`config.mk`:
```
export PLATFORM = sky130hd
export DESIGN_NAME = z_pc_unit_flat
export DESIGN_NICKNAME = d
export VERILOG_FILES = /design/src/rtl/z_pc_unit_pkg.sv /design/src/rtl/z_pc_unit_if.sv /design/src/rtl/z_pc_unit_ras.sv /design/src/rtl/z_pc_unit.sv /design/src/flat_wrapper.sv
export SDC_FILE = /design/constraint.sdc
export NUM_CORES = 1
export LEC_CHECK = 0
export BUFFER_PORTS_ARGS = -buffer_cell sky130_fd_sc_hd__buf_2
export CAP_MARGIN = 20
export CORE_UTILIZATION = 55
export DETAILED_ROUTE_END_ITERATION = 16
export PLACE_DENSITY = 0.79
export SETUP_SLACK_MARGIN = 0.1
export SLEW_MARGIN = 10
export SYNTH_ARGS = -nofsm -noshare
export SYNTH_HDL_FRONTEND = slang
export SYNTH_SLANG_ARGS = --single-unit
```
`constraint.sdc`:
```
create_clock -name clk -period 5 [get_ports clk]
set_input_delay 0.5 -clock clk [delete_from_list [all_inputs] [get_ports clk]]
set_output_delay 0.5 -clock clk [all_outputs]
set_load 0.02 [all_outputs]
```
`src/rtl/z_pc_unit_pkg.sv`:
```
// Shared definitions for the program-counter unit: register numbers,
// default vectors, next-PC source encoding and the jump-target helper.
package z_pc_unit_pkg;

    localparam logic [4:0]  RA_REG         = 5'd31;
    localparam int          INST_W         = 32;
    localparam logic [31:0] DEF_RESET_PC   = 32'h0000_0000;
    localparam logic [31:0] DEF_EXC_VECTOR = 32'h0000_0080;

    // Which source the next-PC mux selects this cycle.
    typedef enum logic [2:0] {
        SEL_SEQ    = 3'd0,
        SEL_BRANCH = 3'd1,
        SEL_JUMP   = 3'd2,
        SEL_JR     = 3'd3,
        SEL_EXC    = 3'd4
    } pc_sel_e;

    // Low 28 bits of a J/JAL target: word index shifted to a byte address.
    function automatic logic [31:0] jump_low(input logic [25:0] target);
        return {4'b0000, target, 2'b00};
    endfunction

endpackage

```
`src/rtl/z_pc_unit_if.sv`:
```
// Bundle between the hazard/control unit (master) and the PC unit (slave).
// Control inputs are level signals sampled at the rising clock edge;
// there is no valid/ready handshake: stall is the only flow control and
// holds the PC and the return-address stack for the cycle it is high.
interface z_pc_unit_if #(
    parameter int AW    = 32,
    parameter int CNT_W = 16
) ();
    logic [31:0]      inst;
    logic             branch;
    logic             branch_ne;
    logic             zero;
    logic             jump;
    logic             link;
    logic             jump_reg;
    logic [AW-1:0]    rs_value;
    logic             exception;
    logic             stall;
    logic [AW-1:0]    pc;
    logic [AW-1:0]    next_pc;
    logic [AW-1:0]    ras_top;
    logic             ras_valid;
    logic             ras_miss;
    logic [CNT_W-1:0] miss_cnt;

    modport master (
        output inst, branch, branch_ne, zero, jump, link, jump_reg,
               rs_value, exception, stall,
        input  pc, next_pc, ras_top, ras_valid, ras_miss, miss_cnt
    );

    modport slave (
        input  inst, branch, branch_ne, zero, jump, link, jump_reg,
               rs_value, exception, stall,
        output pc, next_pc, ras_top, ras_valid, ras_miss, miss_cnt
    );
endinterface

```
`src/rtl/z_pc_unit_ras.sv`:
```
// Return-address stack: circular buffer with a write pointer and an
// occupancy count. A push when full overwrites the oldest entry; a pop
// when empty does nothing. Flush wins over pop, pop wins over push.
module z_ras
    import z_pc_unit_pkg::*;
#(
    parameter int AW    = 32,
    parameter int DEPTH = 4
) (
    input  logic          clk,
    input  logic          rst,
    input  logic          push,
    input  logic          pop,
    input  logic          flush,
    input  logic [AW-1:0] wdata,
    output logic [AW-1:0] top,
    output logic          valid
);
    localparam int PW = $clog2(DEPTH);
    localparam int CW = $clog2(DEPTH + 1);

    logic [AW-1:0] mem [DEPTH];
    logic [PW-1:0] ptr;
    logic [PW-1:0] top_idx;
    logic [CW-1:0] count;
    logic          do_push;

    // ptr points at the next free slot, so the top lives one below it.
    assign top_idx = ptr - PW'(1);
    assign valid   = (count != '0);
    assign top     = valid ? mem[top_idx] : '0;
    assign do_push = push & ~pop & ~flush;

    // Entry storage: written only on an effective push, no reset needed.
    always_ff @(posedge clk) begin
        if (do_push) begin
            mem[ptr] <= wdata;
        end
    end

    // Pointer and occupancy bookkeeping.
    always_ff @(posedge clk or posedge rst) begin
        if (rst) begin
            ptr   <= '0;
            count <= '0;
        end else if (flush) begin
            ptr   <= '0;
            count <= '0;
        end else if (pop) begin
            if (count != '0) begin
                ptr   <= top_idx;
                count <= count - CW'(1);
            end
        end else if (do_push) begin
            ptr <= ptr + PW'(1);
            if (count != CW'(DEPTH)) begin
                count <= count + CW'(1);
            end
        end
    end

endmodule

```
`src/rtl/z_pc_unit.sv`:
```
// Registered program counter with next-PC selection for sequential,
// BEQ/BNE, J/JAL, JR and exception flow, plus return-address prediction
// for JR $31 and a saturating mispredict counter.
module z_pc_unit
    import z_pc_unit_pkg::*;
#(
    parameter int          AW         = 32,
    parameter logic [31:0] RESET_PC   = DEF_RESET_PC,
    parameter logic [31:0] EXC_VECTOR = DEF_EXC_VECTOR,
    parameter int          RAS_DEPTH  = 4,
    parameter int          CNT_W      = 16
) (
    input  logic       clk,
    input  logic       rst,
    z_pc_unit_if.slave bus
);
    logic [AW-1:0]    pc_q;
    logic [AW-1:0]    pc4;
    logic [AW-1:0]    boff;
    logic [AW-1:0]    btgt;
    logic [AW-1:0]    jtgt;
    logic [AW-1:0]    nxt;
    logic [AW-1:0]    ras_top;
    logic             ras_valid;
    logic             taken;
    logic             advance;
    logic             is_ret;
    logic             ras_push;
    logic             ras_pop;
    logic             miss;
    logic             miss_q;
    logic [CNT_W-1:0] miss_cnt_q;
    pc_sel_e          sel;

    assign pc4   = pc_q + AW'(4);
    assign boff  = {{(AW-18){bus.inst[15]}}, bus.inst[15:0], 2'b00};
    assign btgt  = pc4 + boff;
    // Upper AW-28 bits of a jump target come from the delay-slot address.
    assign jtgt  = (pc4 & ~AW'(32'h0FFF_FFFF)) | AW'(jump_low(bus.inst[25:0]));
    assign taken = bus.branch & (bus.zero ^ bus.branch_ne);

    // A stall never holds back an exception.
    assign advance = ~bus.stall | bus.exception;
    assign is_ret  = bus.jump_reg & (bus.inst[25:21] == RA_REG);

    // JR outranks J in the mux, so a JAL that loses to a JR does not push.
    assign ras_push = advance & ~bus.exception & bus.jump & bus.link & ~bus.jump_reg;
    assign ras_pop  = advance & ~bus.exception & is_ret;
    assign miss     = ras_pop & (~ras_valid | (ras_top != bus.rs_value));

    // Next-PC source selection by fixed priority.
    always_comb begin
        sel = SEL_SEQ;
        if (bus.exception)     sel = SEL_EXC;
        else if (bus.jump_reg) sel = SEL_JR;
        else if (bus.jump)     sel = SEL_JUMP;
        else if (taken)        sel = SEL_BRANCH;
    end

    // Next-PC mux driven by the selected source.
    always_comb begin
        nxt = pc4;
        case (sel)
            SEL_EXC:    nxt = AW'(EXC_VECTOR);
            SEL_JR:     nxt = bus.rs_value;
            SEL_JUMP:   nxt = jtgt;
            SEL_BRANCH: nxt = btgt;
            default:    nxt = pc4;
        endcase
    end

    z_ras #(
        .AW    (AW),
        .DEPTH (RAS_DEPTH)
    ) u_ras (
        .clk   (clk),
        .rst   (rst),
        .push  (ras_push),
        .pop   (ras_pop),
        .flush (bus.exception),
        .wdata (pc4),
        .top   (ras_top),
        .valid (ras_valid)
    );

    // PC register, one-cycle mispredict pulse and saturating miss count.
    always_ff @(posedge clk or posedge rst) begin
        if (rst) begin
            pc_q       <= AW'(RESET_PC);
            miss_q     <= 1'b0;
            miss_cnt_q <= '0;
        end else begin
            if (advance) begin
                pc_q <= nxt;
            end
            miss_q <= miss;
            if (miss && (miss_cnt_q != '1)) begin
                miss_cnt_q <= miss_cnt_q + CNT_W'(1);
            end
        end
    end

    assign bus.pc        = pc_q;
    assign bus.next_pc   = nxt;
    assign bus.ras_top   = ras_top;
    assign bus.ras_valid = ras_valid;
    assign bus.ras_miss  = miss_q;
    assign bus.miss_cnt  = miss_cnt_q;

endmodule

```
`src/flat_wrapper.sv`:
```
// flat-port wrapper written by rule: the top's interface ports become plain ports
module z_pc_unit_flat import z_pc_unit_pkg::*;
#(
    parameter int          AW         = 32,
    parameter logic [31:0] RESET_PC   = DEF_RESET_PC,
    parameter logic [31:0] EXC_VECTOR = DEF_EXC_VECTOR,
    parameter int          RAS_DEPTH  = 4,
    parameter int          CNT_W      = 16
)
  (clk, rst, bus_inst, bus_branch, bus_branch_ne, bus_zero, bus_jump, bus_link, bus_jump_reg, bus_rs_value, bus_exception, bus_stall, bus_pc, bus_next_pc, bus_ras_top, bus_ras_valid, bus_ras_miss, bus_miss_cnt);
  z_pc_unit_if #(.AW(AW), .CNT_W(CNT_W)) bus_i ();
  input  logic clk;
  input  logic rst;
  input wire logic [$bits(bus_i.inst)-1:0] bus_inst;
  input wire logic [$bits(bus_i.branch)-1:0] bus_branch;
  input wire logic [$bits(bus_i.branch_ne)-1:0] bus_branch_ne;
  input wire logic [$bits(bus_i.zero)-1:0] bus_zero;
  input wire logic [$bits(bus_i.jump)-1:0] bus_jump;
  input wire logic [$bits(bus_i.link)-1:0] bus_link;
  input wire logic [$bits(bus_i.jump_reg)-1:0] bus_jump_reg;
  input wire logic [$bits(bus_i.rs_value)-1:0] bus_rs_value;
  input wire logic [$bits(bus_i.exception)-1:0] bus_exception;
  input wire logic [$bits(bus_i.stall)-1:0] bus_stall;
  output wire logic [$bits(bus_i.pc)-1:0] bus_pc;
  output wire logic [$bits(bus_i.next_pc)-1:0] bus_next_pc;
  output wire logic [$bits(bus_i.ras_top)-1:0] bus_ras_top;
  output wire logic [$bits(bus_i.ras_valid)-1:0] bus_ras_valid;
  output wire logic [$bits(bus_i.ras_miss)-1:0] bus_ras_miss;
  output wire logic [$bits(bus_i.miss_cnt)-1:0] bus_miss_cnt;
  assign bus_i.inst = bus_inst;
  assign bus_i.branch = bus_branch;
  assign bus_i.branch_ne = bus_branch_ne;
  assign bus_i.zero = bus_zero;
  assign bus_i.jump = bus_jump;
  assign bus_i.link = bus_link;
  assign bus_i.jump_reg = bus_jump_reg;
  assign bus_i.rs_value = bus_rs_value;
  assign bus_i.exception = bus_exception;
  assign bus_i.stall = bus_stall;
  assign bus_pc = bus_i.pc;
  assign bus_next_pc = bus_i.next_pc;
  assign bus_ras_top = bus_i.ras_top;
  assign bus_ras_valid = bus_i.ras_valid;
  assign bus_ras_miss = bus_i.ras_miss;
  assign bus_miss_cnt = bus_i.miss_cnt;
  z_pc_unit #(.AW(AW), .RESET_PC(RESET_PC), .EXC_VECTOR(EXC_VECTOR), .RAS_DEPTH(RAS_DEPTH), .CNT_W(CNT_W)) u_core (.clk(clk), .rst(rst), .bus(bus_i));
endmodule
```
# == Word-level counts from Yosys, hierarchy flattened ==
# Memories as Yosys holds them, arrays and structs flattened.
# Index checks and enable logic that the tools add are counted.
# Widths: inputs -> output; s select.
# classes
reduce_logical,6
n_addsub,7
eq_ne,9
mux,17
bitwise,19
# ops
operator,n
$pmux 32 s4,1
$add 32x3->32 const B,1
$add 32x32->32,1
$mux 32,1
$ne 32x32->1,1
$or 32x28->32,1
$mux 3,8
$add 16x1->16 const B,1
$ne 16x16->1 const B,1
$and 1x1->1,10
$reduce_bool 3->1,3
$mux 2,4
$eq 3x2->1 const B,2
$eq 5x5->1 const B,1
$not 1->1,5
$add 3x1->3 const B,1
$eq 3x1->1 const B,1
$eq 3x3->1 const B,1
$mux 1,3
$ne 3x2->1 const B,1
$ne 3x3->1 const B,1
$reduce_and 3->1,1
$sub 3x1->3 const B,1
$add 2x1->2 const B,1
other kinds (5),6
# word_totals
register_bits,54
n_memories,1
output_inout_bits,114
mem_bits_rw,128
# mem_list
memory,depth,width,rd,rd_clocked_by_memory_dff,wr,line,source
u_core.u_ras.mem,4,32,1,0,1,z_pc_unit_ras.sv:22,logic [AW-1:0] mem [DEPTH];

# == Depth between registers and ports, before layout ==
# logic_depth
word_depth,11
depth_mapped,17
ltp_nobuf,17

# == Cells and area by module ==
# From an unflattened synthesis, not the netlist that was laid out.
# hier_totals
hier_cells,889
area_unflattened_um2,10450.0
# by_module_without_submodules
mod,cells_each,n_inst,area_each_um2
z_ras,248,1,5262.5
z_pc_unit,641,1,5187.5

# == Worst setup path after synthesis ==
# No wires, ideal clock.
# synth_timing
path_kind,register to output
start,"reg u_core.pc_q[4], in the netlist u_core.bus.pc[4]"
end,out bus_next_pc[31]
t_arrival_ps,4049
setup_slack_ps,451
n_path_buf,0
required_time_ps,4500
stages_incl_launch_ff,16
path_cell_list,dfrtp_1 nand3_1 nor4_1 nand3_1 nor2_1 xor2_1 ha_1 and2_0 a21o_1 a31o_2 o2bb2ai_1 a311o_1 nand3_1 nand4_1 xnor2_1 o21ai_0
# synth_via
elab_chain_cells,3
word_cells_on_any_way,4
cone_classes,add/sub: 2; mux: 1; bitwise: 1
# synth_lines
item,line,source
from (decl),z_pc_unit.sv:17,logic [AW-1:0] pc_q;
from (signal assigned),z_pc_unit.sv:89,pc_q <= AW'(RESET_PC);
from (signal assigned),z_pc_unit.sv:94,pc_q <= nxt;
$add 32x3->32,z_pc_unit.sv:35,assign pc4 = pc_q + AW'(4);
named net u_core.pc4[21],z_pc_unit.sv:18,logic [AW-1:0] pc4;
$add 32x32->32,z_pc_unit.sv:37,assign btgt = pc4 + boff;
$pmux 32 s4,z_pc_unit.sv:63,case (sel)
to (decl),flat_wrapper.sv:25,output wire logic [$bits(bus_i.next_pc)-1:0] bus_next_pc;
# The timed path passes the listed nets, and every way through them passes these cells.

# == Worst setup path after layout ==
# layout_timing
start,"reg u_core.pc_q[3], in the netlist u_core.bus.pc[3]"
end,out bus_next_pc[30]
# The elaborated chain is that of the path after synthesis.

==> results.sh <==
export IMPL_clockBufferDepth=2
export IMPL_fp_dieH_um=142
export IMPL_area_growth_pct=21.5
export IMPL_grt_use_total_pct=32.6
export IMPL_hold_buffers=0
export IMPL_cpMostUsedCell="buf_4"
export IMPL_regToRegStartpoint="u_core.u_ras.ptr[0]"
export IMPL_place_congestion=0.942
export IMPL_crit_fanout=7
export IMPL_antenna_cells=0
export IMPL_r2r_cells=12
export IMPL_ys_dominant_reg_cell="edfxtp_1"
export IMPL_gr_total_overflow=0
export IMPL_nets=1300
export IMPL_hold_violations=0
export IMPL_synth_area_leader_cell="edfxtp_1"
export IMPL_rsz0062_at_grt="yes"
export IMPL_synth_edf_count=128
export IMPL_drt_initial_drc_count=924
export IMPL_drc=0
export IMPL_routed_wirelength_um=32900
export IMPL_synth_area_leaders="edfxtp_1, dfrtp_1, ha_1"
export IMPL_portBuffers=181
export IMPL_fillers=1501
export IMPL_critical_path_class="reg -> out"
export IMPL_cp_depth=16
export IMPL_top_layer="met4"
export IMPL_worstMarginPinSlew_ns=1.04
export IMPL_crit_chain="ha_2 > nand2_1 > nor3_2 > buf_4 > nand3_1 > xnor2_2 > ha_4 > and3_1 > a221o_1 > a31oi_4 > a41oi_4 > a21oi_2 > o221ai_1 > xnor2_1 > o211ai_1 > buf_4"
export IMPL_core_area_sq_mm=0.0194
export IMPL_grt_pass1_vias=8536
export IMPL_r2r_end="u_core.bus.miss_cnt[12]"
export IMPL_slew_headroom_pct=30.4
export IMPL_io_pins=188
export IMPL_drive_gt1_share_pct=30.7
export IMPL_powerDensity_mw_per_mm2=310
export IMPL_timing_fmax_mhz=206
export IMPL_endpoint="bus_next_pc[30]"
export IMPL_grt_antenna_before_repair=0
export IMPL_p_leak_nw=5.65
export IMPL_syn_inst=966
export IMPL_timing_hold_ws_ns=0.257
export IMPL_synth_seq_area_share_pct=47.9
export IMPL_worst_path_buf_inv=2
export IMPL_drtPass1Iterations=5
export IMPL_async_flop_share_pct=29.7
export IMPL_max_cap_viol_count=0
export IMPL_cp_start_kind="flop"
export IMPL_min_path_type="in -> async"
export IMPL_htree_levels=4
export IMPL_clk_latency_ns=0.45
export IMPL_cp_required_ns=4.50
export IMPL_grt_first_pass_wirelength_um=48500
export IMPL_hpwl_um=23700
export IMPL_worst_path_max_delay_cell="dfrtp_1"
export IMPL_finalSetupTns_ns=0
export IMPL_clkTransAtPathRegs_ns=0.07
export IMPL_die_w_um=142
export IMPL_ys_warnings_count=0
export IMPL_cts_made_buffers=17
export IMPL_synth_most_common_cell="edfxtp_1"
export IMPL_start_util_pct=56.0
export IMPL_viasPerCell=6.28
export IMPL_finalClockSkew_ns=0.0140
export IMPL_crit_arrival_ns=4.36
export IMPL_slowest_delay_ns=0.41
export IMPL_wl_met1_um=13100
export IMPL_status="complete, no violations"
export IMPL_met3RoutedLength_um=3780
export IMPL_yosysUniqueCellTypes=73
export IMPL_cts_tree="built"
export IMPL_wl_met2_um=15000
export IMPL_rows=51
export IMPL_wl_per_cell_um=22.5
export IMPL_detail_route_antenna_nets=0
export IMPL_vias=9177
export IMPL_cp_end_kind="output pin"
export IMPL_syn_area_per_cell_sq_um=11.2
export IMPL_grt_start_max_net_pins=55
export IMPL_period_share_pct=97.1
export IMPL_regToRegSetupSlack_ns=0.91
export IMPL_fin_util_pct=68.0
export IMPL_synth_top_cells_by_count="edfxtp_1, nor2_1, nand2_1, dfrtp_1, o21ai_0"
export IMPL_slew_viol_final=0
export IMPL_dieArea_sq_mm=0.0203
export IMPL_synth_seq_cells=182
export IMPL_yosysTopAreaCellShare_pct=35.4
export IMPL_cp_top_family="compound AO/OA/AOI/OAI gates"
export IMPL_timing_final_crit_period_ns=4.86
export IMPL_clock_sinks=182
export IMPL_setup_viol=0
export IMPL_syn_area_sq_mm=0.0109
export IMPL_cp_startpoint="u_core.bus.pc[3]"
export IMPL_peakVddDrop_mv=0.197
export IMPL_synth_fp_nets=1082
export IMPL_clock_root_buffer="clkbuf_16"
-- layout by cell type (no fill, tap or decap), types with 17 or more instances in the layout --
cell type  instances
buf_2            179
edfxtp_1         128
nor2_1            73
nand2_1           56
buf_4             54
o21ai_0           52
a21oi_1           48
dfrtp_1           48
xnor2_1           41
ha_1              36
mux2_2            33
and2_1            33
inv_1             32
nand3_1           28
xor2_1            27
a21o_1            23
mux2i_1           21
a22oi_1           21
clkbuf_16         20
and3_1            19
mux4_2            17
-- worst min path at each step --
| stage | startpoint | endpoint | slack (ns) | depth (start not counted) |
|---|---|---|---|---|
| after detailed placement | u_core.bus.miss_cnt[6] | u_core.bus.miss_cnt[6] | 0.47 | 1 |
| after global routing | rst | u_core.bus.pc[1] | 0.32 | 3 |
| after floorplan | u_core.bus.pc[0] | u_core.u_ras.mem[0][0] | 0.51 | 0 |
| after CTS | rst | u_core.bus.pc[1] | 0.32 | 3 |
| after global placement | u_core.bus.miss_cnt[6] | u_core.bus.miss_cnt[6] | 0.48 | 1 |
| final | rst | u_core.bus.pc[1] | 0.26 | 3 |
-- sequential cells by signal, summed over array words and instances, names as in the netlist --
name / count
u_core.u_ras.mem: 128
u_core.bus.pc: 32
u_core.bus.miss_cnt: 16
u_core.u_ras.count: 3
u_core.u_ras.ptr: 2
u_core.bus.ras_miss: 1
-- cell families after synthesis --
| family | Yosys count | share of synthesized area [%] |
|---|---|---|
| simple gates | 290 | 13.8 |
| buf+inv | 74 | 3.10 |
| xor+xnor | 74 | 5.97 |
| mux | 78 | 10.4 |
| compound gates | 226 | 13.9 |
| fa+ha+maj | 42 | 4.98 |
| flops | 182 | 47.9 |
-- metal layers --
metal,GRT usage (%),vias to the layer above
met5,0,-
met4,14.3,0
met3,4.85,87
met2,52.2,552
met1,44.2,4422
li1,-,4116
-- report_power, final --
group / switching [W] / total, W / leakage (nW) / internal (W)
registers: 0.0000491 / 0.00173 / 1.88 / 0.00168
logic: 0.000589 / 0.000964 / 3.47 / 0.000375
clock network: 0.000603 / 0.00140 / 0.313 / 0.000796
total: 0.00124 / 0.00409 / 5.65 / 0.00285
-- cell type report --
class                      instances  area [sq um]  area share (%)
tap                              265           332            2.51
inverter                          36           138            1.04
clock inverter                    11           103           0.778
multi-input combinational        710          5520            41.8
sequential                       182          5200            39.4
clock buffer                      21           514            3.90
timing repair buffer             237          1380            10.5
-- per-stage QoR --
| step | setup slack, ns | cells | instance area [sq um] | power [W] |
|---|---|---|---|---|
| after floorplan | 0.451 | 966 | 10900 | 0.00233 |
| after global placement | 0.253 | 1414 | 12300 | 0.00263 |
| after detailed placement | 0.266 | 1414 | 12300 | 0.00264 |
| after CTS | 0.115 | 1451 | 13000 | 0.00403 |
| after global routing | 0.0619 | 1462 | 13200 | 0.00421 |
| final | 0.144 | 1462 | 13200 | 0.00409 |
-- worst reg2reg max path, stage by stage (launching register included) --
cell and delay [ns]:
dfrtp_2 0.42, inv_4 0.19, ha_2 0.62, buf_4 0.35, mux2_2 0.39, mux2i_1 0.19, o221ai_1 0.20, nor3b_1 0.36
o22ai_1 0.21, nor4b_4 0.43, nor2b_1 0.16, nand4_1 0.13, mux2_2 0.33
-- timing repair --
item | 4_1_cts | 5_1_grt
pin swaps | 4 | 13
buffers inserted | 5 | 11
gates cloned | 0 | 0
setup endpoints to repair | 7 | 11
resized for setup | 17 | 22
Note: power is estimated with default switching activity, not from simulation.
